<file path="config.mk">
export PLATFORM = sky130hd
export DESIGN_NAME = time_keeper
export DESIGN_NICKNAME = d
export VERILOG_FILES = /design/src/rtl/time_keeper.sv
export SDC_FILE = /design/constraint.sdc
export NUM_CORES = 1
export LEC_CHECK = 0
export ABC_CLOCK_PERIOD_IN_PS = 16600
export CORE_MARGIN = 5
export CORE_UTILIZATION = 54
export DETAILED_ROUTE_END_ITERATION = 10
export PLACE_DENSITY = 0.77
export SYNTH_ARGS = -nofsm -noshare
export SYNTH_HDL_FRONTEND = slang
export SYNTH_SLANG_ARGS = --single-unit
</file>
<file path="constraint.sdc">
create_clock -name clk -period 16.6 [get_ports clk]
set_input_delay 4.98 -clock clk [delete_from_list [all_inputs] [get_ports clk]]
set_output_delay 4.98 -clock clk [all_outputs]
set_load 0.01 [all_outputs]
</file>
<file path="src/rtl/time_keeper.sv">
// HH:MM:SS timekeeper: counts up or down once per T_TICK cycles, with per-field adjust,
// clamped parallel load, configurable hour modulus, and a countdown terminal flag.
module time_keeper #(
  parameter int unsigned T_TICK       = 100_000_000,
  parameter int unsigned T_TICK_WIDTH = $clog2(T_TICK),
  parameter int unsigned HOUR_MAX     = 24
) (
  input  logic        clk,
  input  logic        rst,
  input  logic        run,
  input  logic        count_down,
  input  logic        adj_sec,
  input  logic        adj_min,
  input  logic        adj_hour,
  input  logic        load,
  input  logic [7:0]  load_hours,
  input  logic [7:0]  load_minutes,
  input  logic [7:0]  load_seconds,
  output logic [7:0]  hours,
  output logic [7:0]  minutes,
  output logic [7:0]  seconds,
  output logic [23:0] number,
  output logic [23:0] bcd,
  output logic        tick,
  output logic        expired
);

  localparam logic [7:0]              HR_LAST    = 8'(HOUR_MAX - 1);
  localparam logic [7:0]              MS_LAST    = 8'd59;
  localparam logic [T_TICK_WIDTH-1:0] PRESC_LAST = T_TICK_WIDTH'(T_TICK - 1);

  typedef enum logic [1:0] {STOP, RUN, EXPIRED} state_e;

  state_e                  state_q, state_d;
  logic [T_TICK_WIDTH-1:0] presc_q, presc_d;
  logic [7:0]              hours_q, hours_d;
  logic [7:0]              minutes_q, minutes_d;
  logic [7:0]              seconds_q, seconds_d;
  logic                    tick_q, tick_d;
  logic                    expired_q, expired_d;
  logic                    any_adj;
  logic                    time_zero;

  always_comb begin
    state_d   = state_q;
    presc_d   = presc_q;
    hours_d   = hours_q;
    minutes_d = minutes_q;
    seconds_d = seconds_q;
    tick_d    = 1'b0;
    expired_d = expired_q;
    any_adj   = adj_sec | adj_min | adj_hour;
    time_zero = (hours_q == 8'd0) && (minutes_q == 8'd0) && (seconds_q == 8'd0);

    if (load) begin
      hours_d   = (load_hours >= 8'(HOUR_MAX)) ? HR_LAST : load_hours;
      minutes_d = (load_minutes > MS_LAST) ? MS_LAST : load_minutes;
      seconds_d = (load_seconds > MS_LAST) ? MS_LAST : load_seconds;
      presc_d   = '0;
      expired_d = 1'b0;
      state_d   = STOP;
    end else begin
      // Adjusts wrap within their own field and never carry.
      if (adj_sec)  seconds_d = (seconds_q == MS_LAST) ? 8'd0 : seconds_q + 8'd1;
      if (adj_min)  minutes_d = (minutes_q == MS_LAST) ? 8'd0 : minutes_q + 8'd1;
      if (adj_hour) hours_d   = (hours_q == HR_LAST) ? 8'd0 : hours_q + 8'd1;

      case (state_q)
        STOP: begin
          presc_d = '0;
          if (run) state_d = RUN;
        end
        RUN: begin
          if (!run) begin
            presc_d = '0;
            state_d = STOP;
          end else if (count_down && time_zero) begin
            presc_d   = '0;
            expired_d = 1'b1;
            state_d   = EXPIRED;
          end else if (any_adj) begin
            presc_d = presc_q;
          end else if (presc_q == PRESC_LAST) begin
            presc_d = '0;
            tick_d  = 1'b1;
            if (!count_down) begin
              if (seconds_q != MS_LAST) begin
                seconds_d = seconds_q + 8'd1;
              end else begin
                seconds_d = 8'd0;
                if (minutes_q != MS_LAST) begin
                  minutes_d = minutes_q + 8'd1;
                end else begin
                  minutes_d = 8'd0;
                  hours_d   = (hours_q == HR_LAST) ? 8'd0 : hours_q + 8'd1;
                end
              end
            end else begin
              // Time is nonzero here, so a full borrow always finds hours > 0.
              if (seconds_q != 8'd0) begin
                seconds_d = seconds_q - 8'd1;
              end else begin
                seconds_d = MS_LAST;
                if (minutes_q != 8'd0) begin
                  minutes_d = minutes_q - 8'd1;
                end else begin
                  minutes_d = MS_LAST;
                  hours_d   = hours_q - 8'd1;
                end
              end
              if ((hours_d == 8'd0) && (minutes_d == 8'd0) && (seconds_d == 8'd0)) begin
                expired_d = 1'b1;
                state_d   = EXPIRED;
              end
            end
          end else begin
            presc_d = presc_q + T_TICK_WIDTH'(1);
          end
        end
        EXPIRED: begin
          presc_d   = '0;
          expired_d = 1'b1;
        end
        default: state_d = STOP;
      endcase
    end
  end

  always_ff @(posedge clk or posedge rst) begin
    if (rst) begin
      state_q   <= STOP;
      presc_q   <= '0;
      hours_q   <= 8'd0;
      minutes_q <= 8'd0;
      seconds_q <= 8'd0;
      tick_q    <= 1'b0;
      expired_q <= 1'b0;
    end else begin
      state_q   <= state_d;
      presc_q   <= presc_d;
      hours_q   <= hours_d;
      minutes_q <= minutes_d;
      seconds_q <= seconds_d;
      tick_q    <= tick_d;
      expired_q <= expired_d;
    end
  end

  assign hours   = hours_q;
  assign minutes = minutes_q;
  assign seconds = seconds_q;
  assign tick    = tick_q;
  assign expired = expired_q;

  // Display path decodes straight from the time registers.
  assign number = 24'(hours_q) * 24'd10000 + 24'(minutes_q) * 24'd100 + 24'(seconds_q);
  assign bcd    = {4'(hours_q / 8'd10),   4'(hours_q % 8'd10),
                   4'(minutes_q / 8'd10), 4'(minutes_q % 8'd10),
                   4'(seconds_q / 8'd10), 4'(seconds_q % 8'd10)};

endmodule
</file>
==> flow_summary.json <==
{
  "outcome": "finished, final reports clean",
  "power_density_mw_per_mm2": 171,
  "fin_nets": 1508,
  "grt_max_degree": 56,
  "final_cell_mix": "134 x ha_1, 121 x nor2_1, 112 x a21oi_1, 104 x inv_1, 104 x clkdlybuf4s50_1",
  "synth_cell_types": 103,
  "port_buffers": 104,
  "critPathKind": "flop to output pin",
  "synth_edf_count": 0,
  "required_ps": 11620,
  "wire_per_inst_um": 16.7,
  "drcViolationCount": 0,
  "grt_pass1_vias": 8943,
  "regArea_mm2": 0.00138,
  "dp_hpwl_um": 19500,
  "syn-num-nets": 1445,
  "maxSlewHeadroom_pct": 33.3,
  "post_cts_resized": 0,
  "cts.path.max_buffers": 2,
  "post_cts_buffers": 0,
  "drive_gt1_share_pct": 4.54,
  "dp.cells": 1540,
  "grt_usage_pct": 25.1,
  "grt_setup_unrepaired": "no",
  "start_util_pct": 55.0,
  "n_antenna_cell": 0,
  "antenna_found_initial": 0,
  "n_fill_cell": 1552,
  "cts_buffers": 5,
  "syn-cell-area_mm2": 0.00951,
  "core-area_mm2": 0.0173,
  "overflow": 0,
  "leakage_uw": 0.00471,
  "syn_inst": 1259,
  "fin_tns_setup_ps": 0,
  "final_cells": 1548,
  "period_minus_slack_ps": 11670,
  "cts_max_level": 2,
  "worst_pin_slew_ps": 996,
  "ys_warn_count": 0,
  "cts_tree": "done",
  "clk_pin_slew_ps": 80,
  "start_kind": "flop",
  "multi_input_area_mm2": 0.00748,
  "synth_seq_cells": 55,
  "utilization_pct": 62.5,
  "die_w_um": 143,
  "period_share_pct": 70.3,
  "grt_pass1_wl_um": 43200,
  "dieArea_mm2": 0.0204,
  "drtIter0Drc": 890,
  "syn2layout_area_growth_pct": 13.6,
  "place.gp.congestion": 0.928,
  "clock-sinks": 55,
  "cts_root_buf": "clkbuf_16",
  "totalWireLength_um": 25800,
  "via_per_inst": 6.13,
  "hp-class": "flop to flop",
  "ios": 106,
  "slew_violations": 0,
  "crit_arrival_ps": 6690,
  "die_y_um": 143,
  "finalSetupViolCount": 0,
  "hold_viol": 0,
  "path_max_fanout": 23,
  "synth-seq-area-share_pct": 14.5,
  "ir_drop_uv": 357,
  "fp-row-count": 48,
  "ys.flop_type": "dfrtp_1",
  "vias": 9484,
  "final_common_cell": "ha_1",
  "critPathCaptureType": "output pin",
  "avgSynthCellArea_um2": 7.55,
  "ant_nets": 0,
  "finClkSkew_ps": 10.7,
  "worst_skew_pair.late_latency_ps": 310,
  "firstDrtPassIters": 6,
  "cap_violations": 0,
  "ys_async_sr_fraction_pct": 100,
  "cts_hold_buf": 0,
  "max_freq_mhz": 85.7
}
==> worst max-delay path, cell delays in order (launching register included) <==
cell,delay (ps)
dfrtp_1,830
clkinv_1,610
ha_1,460
ha_1,270
inv_1,50
fa_1,480
fa_1,540
inv_1,70
ha_1,290
a21o_1,170
a21oi_1,200
xnor2_1,160
ha_1,260
ha_1,350
a21oi_1,160
o21ai_0,190
a221oi_1,450
nand2b_1,190
xnor2_1,120
clkdlybuf4s50_1,560
==> layer usage <==
layer  vias up  part of all wire, %  global-route usage (%)
met3        50                  6.0                    3.05
met4         0                  2.2                    7.30
met1      4416                   45                    34.9
li1       4659                    -                       -
met5         -                    0                       0
met2       359                   47                    41.0
==> worst paths after layout <==
kind,startpoint,to,slack (ps),depth (start not counted)
max in group asynchronous,rst,seconds[5],10890,3
worst min register to register,presc_q[15],presc_q[15],500,1
worst max-delay path,hours[3],number[20],4930,19
worst min-delay path,presc_q[15],presc_q[15],500,1
min in group asynchronous,rst,presc_q[16],5200,3
worst max register to register,minutes[2],presc_q[3],12080,11
==> metrics by stage <==
step | hold slack, ps | total power (uW) | setup slack, ps | area [um2]
2_1_floorplan | 443 | 1160 | 6430 | 9510
3_3_place_gp | 468 | 1710 | 5440 | 10700
3_5_place_dp | 488 | 1740 | 5270 | 10700
4_1_cts | 501 | 1860 | 4950 | 10800
5_1_grt | 521 | 2020 | 4390 | 10800
6_report | 500 | 1850 | 4930 | 10800
==> state kept, by name (all words and copies together) (netlist names) <==
| signal | flops |
|---|---|
| presc_q | 27 |
| seconds | 8 |
| hours | 8 |
| minutes | 8 |
| state_q | 2 |
| expired | 1 |
| tick | 1 |
==> cell families (layout without fill, tap and decap cells) <==
group / count (synthesis) / count (layout) / share of synthesized area [%]
other: 1 / 1 / 0.0394
buffers and inverters: 165 / 229 / 6.97
DFF: 55 / 55 / 14.5
adders and majority gates: 157 / 157 / 22.2
and+or+nand+nor: 409 / 409 / 21.4
xor gates and xnor gates: 74 / 74 / 6.89
muxes: 9 / 9 / 0.947
AOI/OAI and AO/OA: 389 / 389 / 27.1
==> cell type report <==
class                      instances  area share (%)
multi-input combinational       1039            69.3
sequential                        55            12.7
timing repair buffer             112            10.2
inverter                         109            3.79
tap                              225            2.61
clock buffer                       5            1.16
clock inverter                     3           0.232
==> Yosys cell counts (5+ instances only) <==
master,n,area [um2]
nor2b_1,11,68.8
nor2_1,122,458
o21ai_0,99,495
a31oi_1,19,119
nand2_1,92,345
or2_2,6,37.5
a211oi_1,13,97.6
dfrtp_1,55,1380
buf_4,9,67.6
and2_1,12,75.1
o31ai_1,9,67.6
nand4_1,16,100
o22a_1,7,61.3
ha_1,134,1680
nor4_1,8,50.1
mux2i_1,9,90.1
xor2_1,14,123
clkbuf_1,43,161
o21bai_1,19,143
and3_1,22,138
inv_1,105,394
nand2b_1,11,68.8
o22ai_1,10,62.6
o21a_1,8,60.1
xnor2_1,59,517
a21o_1,7,52.6
nand3_1,39,195
nor3_1,37,185
fa_1,20,400
a311oi_1,5,43.8
a21oi_1,112,561
==> report_power, final <==
part	switching (uW)	total (uW)	leakage (uW)	internal, uW
combinational	763	1560	0.00393	797
clock	54.1	111	0.0000700	56.7
sequential	35.6	176	0.000712	140
(Power assumes the default switching activity.)
